==> config.mk <==
export PLATFORM = sky130hd
export DESIGN_NAME = pipe_arbiter
export DESIGN_NICKNAME = d
export VERILOG_FILES = /design/src/rtl/pipe_arbiter.sv
export SDC_FILE = /design/constraint.sdc
export NUM_CORES = 1
export LEC_CHECK = 0
export ABC_AREA = 1
export CAP_MARGIN = 0
export CORE_MARGIN = 2
export CORE_UTILIZATION = 45
export CTS_CLUSTER_DIAMETER = 120
export DETAILED_ROUTE_END_ITERATION = 10
export PLACE_DENSITY = 0.89
export SYNTH_ARGS = -nofsm -noshare
export SYNTH_HDL_FRONTEND = slang
export SYNTH_SLANG_ARGS = --single-unit
==> constraint.sdc <==
create_clock -name clk_in -period 2.3 [get_ports clk_in]
set_clock_uncertainty 0.05 [all_clocks]
set_input_delay 0.575 -clock clk_in [delete_from_list [all_inputs] [get_ports clk_in]]
set_output_delay 0.575 -clock clk_in [all_outputs]
set_load 0.01 [all_outputs]
==> src/rtl/pipe_arbiter.sv <==
// -----------------------------------------------------------------------------
// pipe_arbiter
//
// Shares the single 16-bit host pipe write port between up to 16 frame-producing
// requesters. It grants whole fixed-length frames with rotating priority, so
// frames from different sources never interleave on the host stream. All logic
// runs in the clk_in domain.
//
// Optional feature macro: PIPE_ARB_TAG_EN
//   Defined   : every frame is preceded by a tag word {8'h23, 4'h0, id[3:0]}
//               emitted from an extra HDR state.
//   Undefined : IDLE goes straight to XFER and no tag word is emitted.
//
// Parameters
//   N_REQ        number of requesters, 1..16
//   FRAME_WORDS  payload words per frame, 1..65535
//
// Ports
//   clk_in         system clock, rising edge
//   rst_in         synchronous active-high reset
//   PipeFull_in    pipe endpoint cannot accept a word this cycle
//   req_in         per-requester "complete frame ready" (sampled only in IDLE)
//   data_in        requester i's current word on bits [16i+15:16i]
//   grant_out      registered one-hot (or zero) owner of the pipe
//   ack_out        combinational one-hot: granted word consumed this cycle
//   PipeWrite_out  registered write strobe to the pipe
//   PipeData_out   registered write data to the pipe
//   busy_out       arbiter is not idle
// -----------------------------------------------------------------------------
module pipe_arbiter #(
    parameter int unsigned N_REQ       = 4,
    parameter int unsigned FRAME_WORDS = 16
) (
    input  logic                  clk_in,
    input  logic                  rst_in,
    input  logic                  PipeFull_in,
    input  logic [N_REQ-1:0]      req_in,
    input  logic [16*N_REQ-1:0]   data_in,
    output logic [N_REQ-1:0]      grant_out,
    output logic [N_REQ-1:0]      ack_out,
    output logic                  PipeWrite_out,
    output logic [15:0]           PipeData_out,
    output logic                  busy_out
);

    typedef enum logic [1:0] {
        StIdle = 2'd0,
        StHdr  = 2'd1,
        StXfer = 2'd2
    } state_e;

    localparam logic [15:0] LastWord    = 16'(FRAME_WORDS - 1);
    localparam logic [3:0]  LastIdReset = 4'(N_REQ - 1);

    // Registered state
    state_e             r_state;
    logic [N_REQ-1:0]   r_grant;
    logic [3:0]         r_last_id;
    logic [15:0]        r_word_cnt;
    logic               r_pipe_write;
    logic [15:0]        r_pipe_data;

    // Next-state and helper nets
    state_e             w_state;
    logic [N_REQ-1:0]   w_grant;
    logic [3:0]         w_last_id;
    logic [15:0]        w_word_cnt;
    logic               w_pipe_write;
    logic [15:0]        w_pipe_data;
    logic [N_REQ-1:0]   w_ack;

    logic [3:0]         w_start;
    logic [N_REQ-1:0]   w_req_rot;
    logic               w_req_found;
    logic [3:0]         w_req_sel;
    logic [N_REQ-1:0]   w_sel_onehot;
    logic [3:0]         w_grant_id;
    logic [15:0]        w_word;

    // Index arithmetic modulo N_REQ; inputs never exceed 2*N_REQ-2.
    function automatic logic [3:0] wrap_id(input logic [4:0] v);
        if (v >= 5'(N_REQ)) begin
            wrap_id = 4'(v - 5'(N_REQ));
        end else begin
            wrap_id = v[3:0];
        end
    endfunction

    // Rotating-priority search. The request vector is rotated so that bit 0
    // is requester last_id+1; the first set bit of the rotated vector is the
    // winner, mapped back to an absolute index.
    always_comb begin
        w_start      = (r_last_id == LastIdReset) ? 4'd0 : (r_last_id + 4'd1);
        w_req_rot    = N_REQ'({req_in, req_in} >> w_start);
        w_req_found  = 1'b0;
        w_req_sel    = 4'd0;
        for (int i = 0; i < int'(N_REQ); i++) begin
            if (!w_req_found && w_req_rot[i]) begin
                w_req_found = 1'b1;
                w_req_sel   = wrap_id(5'(w_start) + 5'(i));
            end
        end
        w_sel_onehot = '0;
        for (int i = 0; i < int'(N_REQ); i++) begin
            w_sel_onehot[i] = (w_req_sel == 4'(i));
        end
    end

    // Encode the granted index and select the granted requester's word.
    always_comb begin
        w_grant_id = 4'd0;
        w_word     = 16'h0000;
        for (int i = 0; i < int'(N_REQ); i++) begin
            if (r_grant[i]) begin
                w_grant_id = 4'(i);
            end
            w_word = w_word | (data_in[16*i +: 16] & {16{r_grant[i]}});
        end
    end

    // Next-state and output logic
    always_comb begin
        w_state      = r_state;
        w_grant      = r_grant;
        w_last_id    = r_last_id;
        w_word_cnt   = r_word_cnt;
        w_pipe_write = 1'b0;
        w_pipe_data  = r_pipe_data;
        w_ack        = '0;

        case (r_state)
            StIdle: begin
                if (w_req_found) begin
                    w_grant    = w_sel_onehot;
                    w_word_cnt = 16'd0;
`ifdef PIPE_ARB_TAG_EN
                    w_state    = StHdr;
`else
                    w_state    = StXfer;
`endif
                end
            end

`ifdef PIPE_ARB_TAG_EN
            StHdr: begin
                // Tag word carries the source id; it is not a requester word,
                // so no ack is raised.
                if (!PipeFull_in) begin
                    w_pipe_write = 1'b1;
                    w_pipe_data  = {8'h23, 4'h0, w_grant_id};
                    w_state      = StXfer;
                end
            end
`endif

            StXfer: begin
                w_ack = r_grant & {N_REQ{~PipeFull_in}};
                if (!PipeFull_in) begin
                    w_pipe_write = 1'b1;
                    w_pipe_data  = w_word;
                    w_word_cnt   = r_word_cnt + 16'd1;
                    if (r_word_cnt == LastWord) begin
                        w_grant   = '0;
                        w_last_id = w_grant_id;
                        w_state   = StIdle;
                    end
                end
            end

            default: begin
                w_state = StIdle;
                w_grant = '0;
            end
        endcase
    end

    // State registers
    always_ff @(posedge clk_in) begin
        if (rst_in) begin
            r_state      <= StIdle;
            r_grant      <= '0;
            r_last_id    <= LastIdReset;
            r_word_cnt   <= 16'd0;
            r_pipe_write <= 1'b0;
            r_pipe_data  <= 16'h0000;
        end else begin
            r_state      <= w_state;
            r_grant      <= w_grant;
            r_last_id    <= w_last_id;
            r_word_cnt   <= w_word_cnt;
            r_pipe_write <= w_pipe_write;
            r_pipe_data  <= w_pipe_data;
        end
    end

    assign grant_out     = r_grant;
    assign ack_out       = w_ack;
    assign PipeWrite_out = r_pipe_write;
    assign PipeData_out  = r_pipe_data;
    assign busy_out      = (r_state != StIdle);

endmodule

; ---- Yosys cells after proc, flatten, opt, wreduce, memory -nomap -nowiden
; Cells that the tools add are included.
; Widths: inputs -> output; s select.
[word_totals]
latchBits = 0
wordCells = 83
out_inout_bits = 26
romBits = 0
memories = 0
mem_bits_rw = 0
reg_bits = 43
input_bits = 71
[op_classes]
addsub = 9
div_mod_pow = 0
n_mux = 29
n_eq_ne = 9
multipliers = 0
shifts = 1
order_cmp = 4
bitwise = 10
reduce_logical = 15
[ops]
columns = operator, count
row1 = $and 16x16->16, 4
row2 = $mux 4, 15
row3 = $or 16x16->16, 3
row4 = $mux 16, 2
row5 = $pmux 16 s2, 1
row6 = $add 16x1->16 const B, 1
row7 = $eq 16x4->1 const B, 1
row8 = $sub 4x3->4 const B, 4
row9 = $ge 5x3->1 const B, 3
row10 = $eq 4x2->1 const B, 3
row11 = $add 4x2->5 const B, 2
row12 = $reduce_and 3->1, 3
row13 = $pmux 4 s2, 1
row14 = $shr 8x4->4, 1
row15 = $mux 1, 6
row16 = $mux 2, 3
row17 = $ne 2x2->1 const B, 3
row18 = $add 4x1->5 const B, 1
row19 = $add 4x1->4 const B, 1
row20 = $and 4x4->4, 1
row21 = $eq 4x1->1 const B, 1
row22 = $ge 4x3->1 const B, 1
row23 = $logic_not 4->1, 1
row24 = $pmux 2 s2, 1
row25 = other kinds (8), 14

; ---- Logic depth before layout (Yosys ltp)
; Gate-level depths: netlist (run 1).
[depth]
depth_word = 16
depth_mapped = 15
mapped_depth_nobuf = 14

; ---- Worst setup path after synthesis (run 1)
; Ideal clock, no wire load.
[synth_timing]
kind = register to register
startpoint = register r_last_id[0]
endpoint = register r_word_cnt[8]
period_less_slack_ps = 2009
arrival_time_ps = 1846
setup_slack_ps = 291
required_time_ps = 2137
n_path_buf = 1
setup_ps = 113
stages_incl_launch_ff = 15
path_cell_list = dfxtp_1 > inv_2 > ha_1 > buf_2 > clkinv_2 > nand3_1 > nand2_2 > nand3_4 > nor2_2 > nor2_4 > nor2_8 > nor2_1 > nand2_1 > nand2_1 > nor2_1
[synth_via]
elab_chain_len = 15
word_cells_on_any_way = 16
classes_between = add/sub: 1 / eq/ne: 2 / shift: 1 / mux: 5 / reduce/logical: 7
[synth_rtl]
columns = item, line_no
row1 = from (decl), 58  ; logic [3:0] r_last_id;
row2 = from (signal assigned), 182  ; r_last_id <= LastIdReset;
row3 = from (signal assigned), 189  ; r_last_id <= w_last_id;
row4 = $add 4x1->4 / $eq 4x2->1 (equally long branches), 93  ; w_start = (r_last_id == LastIdReset) ? 4'd0 : (r_last_id + 4'd1);
row5 = $mux 4 (*), 93
row6 = $shr 8x4->4 (*), 94  ; w_req_rot = N_REQ'({req_in, req_in} >> w_start);
row7 = $mux 1, 98  ; if (!w_req_found && w_req_rot[i]) begin
row8 = $logic_not 1->1, 98
row9 = $logic_and 1x1->1, 98
row10 = $mux 1, 98
row11 = $logic_not 1->1, 98
row12 = $logic_and 1x1->1, 98
row13 = $mux 1, 98
row14 = $logic_not 1->1, 98
row15 = $logic_and 1x1->1, 98
row16 = $mux 1 (*), 98
row17 = $ne 2x2->1 (no source line) (*), -
row18 = $reduce_and 3->1 (no source line) (*), -
row19 = to (signal assigned), 190  ; r_word_cnt <= w_word_cnt;
row20 = to (decl), 59  ; logic [15:0] r_word_cnt;
; Mark *: on every way between the ends. The rest lies on a longest branch, timed or not.
; A chain may end at the register's enable or synchronous reset.

; ---- Final worst setup path (run 1)
[layout_timing]
startpoint = input PipeFull_in
endpoint = output ack_out[2]
[layout_via]
elab_chain_len = 3
[layout_rtl]
columns = item, line_no
row1 = from (decl), 36  ; input logic PipeFull_in,
row2 = $not 1->1 (no source line), -
row3 = $and 4x4->4, 157  ; w_ack = r_grant & {N_REQ{~PipeFull_in}};
row4 = $mux 4, 131  ; case (r_state)
row5 = to (decl), 40  ; output logic [N_REQ-1:0] ack_out,
; Every way passes these cells.

==> qor.csv, run 1 <==
stage,metric,value,unit
critical_path,path_class,input pin to output pin,
die,start_util,0.472,
pwr,power.internal,1.31,mW
pwr,p_total,1.78,mW
route,route.detailed.drc,0,
yosys,netlist_area,2630,um^2
critical_path,start_kind,input pin,
route,routedWlPerCell,14.2,um
sta,tns,0,ns
yosys,synth.most_common_cell,nand2_1,
sta,worst_pin_slew,0.396,ns
pwr,irDropWorstVdd,382,uV
yosys,netlist_top_cells_area,"dfxtp_1 (30%), nand2_1 (10%), a21oi_1 (6.3%)",
yosys,seq_area_frac_synth,0.305,
hold_path,worstHoldPathType,register to register,
yosys,yosys.area.top_type,dfxtp_1,
yosys,synth-edff-count,0,
critical_path,critical-path-top-delay-family,buffers and inverters,
grt,overflow,0,
die,die_w,80.4,um
critical_path,critPathMaxStageDelay,0.45,ns
cts,cts.sinks,40,
cts,clkTransAtPathRegs,0.07,ns
finish,final_nets,548,
finish,syn_to_final_growth,45.5,%
pwr,pwr-share-clk,0.342,
pwr,p_leak,1.50,nW
critical_path,cp.required,1.67,ns
sta,holdWs,0.441,ns
route,drt_pre_antenna_iters,4,
grt,grt_usage,0.249,
pwr,combPwrFrac,0.240,
die,die_y,80.4,um
yosys,synth_common_cells,"nand2_1 (71), dfxtp_1 (40), nor2_1 (37)",
die,rows,27,
cts,cts-root-buf,clkbuf_8,
sta,setup_viol,0,
yosys,syn_area_per_cell,7.05,um^2
grt,antenna_found_initial,0,
cts,cts_setup_buffers,0,
route,drtIter0Drc,193,
die,boundaryPins,97,
route,route.vias.total,2953,
sta,fmax,445,MHz
die,design.die.area,6470,um^2
critical_path,path_cells,clkdlybuf4s50_1 -> nor2_4 -> inv_2 -> nor2_1 -> dlygate4sd2_1,
cts,cts_htree_levels,2,
route,via_per_inst,5.43,
grt,grt_pass1_vias,2879,
cts,clk_path_buf_depth,2,
placement,port-buffer-count,96,
grt,grt_pass1_wl,12700,um
yosys,yosys.area.top_type_share,0.305,
sta,finalCritPeriodShare,0.977,
finish,diodes,0,
yosys,yosysUniqueCellTypes,35,
outcome,status,finished clean,
cts,clk_latency,0.30,ns
yosys,netlist_instances,373,
yosys,synthArstFlopShare,0,
placement,dp_hpwl,5980,um
job,cap_violations,0,
yosys,ys_warn_count,0,
sta,slew_viol_final,0,
yosys,synth_seq_cells,40,
critical_path,worst-path-buf-inv,3,
critical_path,crit_slowest_cell,clkdlybuf4s50_1,
grt,grt_max_degree,41,
yosys,synth_fp_nets,450,
finish,drive_gt1_frac,0.136,
critical_path,crit_path_max_fanout,5,
route,ant_nets,0,
pwr,switchingPower,470,uW
cts,numCtsBuffers,5,
pwr,p_per_area,466,nW/um^2
sta,hold_viol_final,0,
placement,place_congestion,0.899,
sta,maxSlewHeadroom,0.736,
critical_path,arrival,1.62,ns
die,core_area,5570,um^2
sta,min_period,2.25,ns
pwr,pwr-share-seq,0.417,
cts,cts_tree,built,
pwr,switching_share,0.264,
route,drt-total-wl,7740,um
critical_path,endpoint_kind,output pin,
yosys,synthFlopType,dfxtp_1,
## worst min-delay path, delay by kind of cell (launching register included)
family          cells  cell delay [ns]
compound gates      1             0.06
simple gates        1             0.06
flops               1             0.32
## placed cells by master (no fill, tap or decap), drive strengths merged
master	count
or2	1
o211ai	2
a21oi	36
clkinv	3
a221oi	17
nand3b	1
inv	34
dlygate4sd2	1
ha	6
buf	14
nor3	5
xor2	3
a22o	16
nand4	4
o21ai	26
clkbuf	9
nand3	31
dfxtp	40
clkdlybuf4s50	92
bufinv	1
nor2	45
a211oi	1
nand2	83
nor4	1
## kinds of logic (layout without fill, tap and decap cells)
family,count (synthesis),count (layout),share of synthesized area
compound gates,98,98,0.249
xor+xnor,3,3,0.0100
fa+ha+maj,6,6,0.0286
buf+inv,55,154,0.0919
flops,40,40,0.305
simple gates,171,171,0.316
## power by group through the flow
stage,Combinational (mW),Sequential [mW],Clock (mW)
2_1_floorplan,0.183,0.765,0
3_3_place_gp,0.417,0.757,0
3_5_place_dp,0.426,0.758,0
4_1_cts,0.428,0.742,0.616
5_1_grt,0.464,0.747,0.653
6_report,0.428,0.743,0.610
## final cells by class
type / count / area, um^2
Fill cell: 454 / 1750
Multi-Input combinational cell: 278 / 1610
Timing Repair Buffer: 110 / 1060
Sequential cell: 40 / 803
Inverter: 36 / 136
Tap cell: 72 / 90.1
Clock buffer: 6 / 82.6
Clock inverter: 2 / 38.8
## final timing paths
| path | startpoint | endpoint | slack (ns) | cells past startpoint |
|---|---|---|---|---|
| worst max register to register | r_last_id[0] | grant_out[2] | 0.15 | 15 |
| worst min-delay path | r_word_cnt[15] | r_word_cnt[15] | 0.44 | 2 |
| worst min register to register | r_word_cnt[15] | r_word_cnt[15] | 0.44 | 2 |
| worst max-delay path | PipeFull_in | ack_out[2] | 0.05 | 5 |
## state kept, by name, summed over array words and instances (netlist names)
register       count
r_last_id          2
r_word_cnt        16
PipeWrite_out      1
grant_out          4
r_state            1
PipeData_out      16
## timing repair
item                       4_1_cts  5_1_grt
hold buffers                     0        0
resized for setup                5       12
pin swaps                        0        0
setup endpoints to repair       10       10
## metrics by stage
step | setup slack, ns | util | cell area (um^2) | std cells
2_1_floorplan | 0.291 | - | 2630 | 373
3_3_place_gp | -0.189 | 0.662 | 3690 | 536
3_5_place_dp | -0.227 | 0.662 | 3690 | 536
4_1_cts | 0.0336 | 0.684 | 3810 | 544
5_1_grt | -0.0125 | 0.686 | 3820 | 544
6_report | 0.0523 | 0.686 | 3820 | 544
## per-layer routing
layer / global-route usage / part of all wire / up-vias
li1: - / - / 1469
met1: 0.282 / 0.39 / 1328
met5: 0 / 0 / -
met2: 0.439 / 0.50 / 138
met3: 0.0775 / 0.088 / 18
met4: 0.0847 / 0.022 / 0
(Power assumes the default switching activity.)
==> inputs of run 2 (changes only) <==
--- a/config.mk
+++ b/config.mk
@@ -11,6 +11,7 @@
 export CORE_UTILIZATION = 45
 export CTS_CLUSTER_DIAMETER = 120
 export DETAILED_ROUTE_END_ITERATION = 10
+export HOLD_SLACK_MARGIN = 0.05
 export PLACE_DENSITY = 0.89
 export SYNTH_ARGS = -nofsm -noshare
 export SYNTH_HDL_FRONTEND = slang
==> results of run 2 <==
No change in the layout: final DEF, timing and power equal those of run 1.
==> inputs of run 3 (changes only) <==
--- a/config.mk
+++ b/config.mk
@@ -10,6 +10,7 @@
 export CORE_MARGIN = 2
 export CORE_UTILIZATION = 45
 export CTS_CLUSTER_DIAMETER = 120
+export CTS_CLUSTER_SIZE = 8
 export DETAILED_ROUTE_END_ITERATION = 10
 export HOLD_SLACK_MARGIN = 0.05
 export PLACE_DENSITY = 0.89
==> results of run 3 <==
No change in the layout: final DEF, timing and power equal those of run 1.
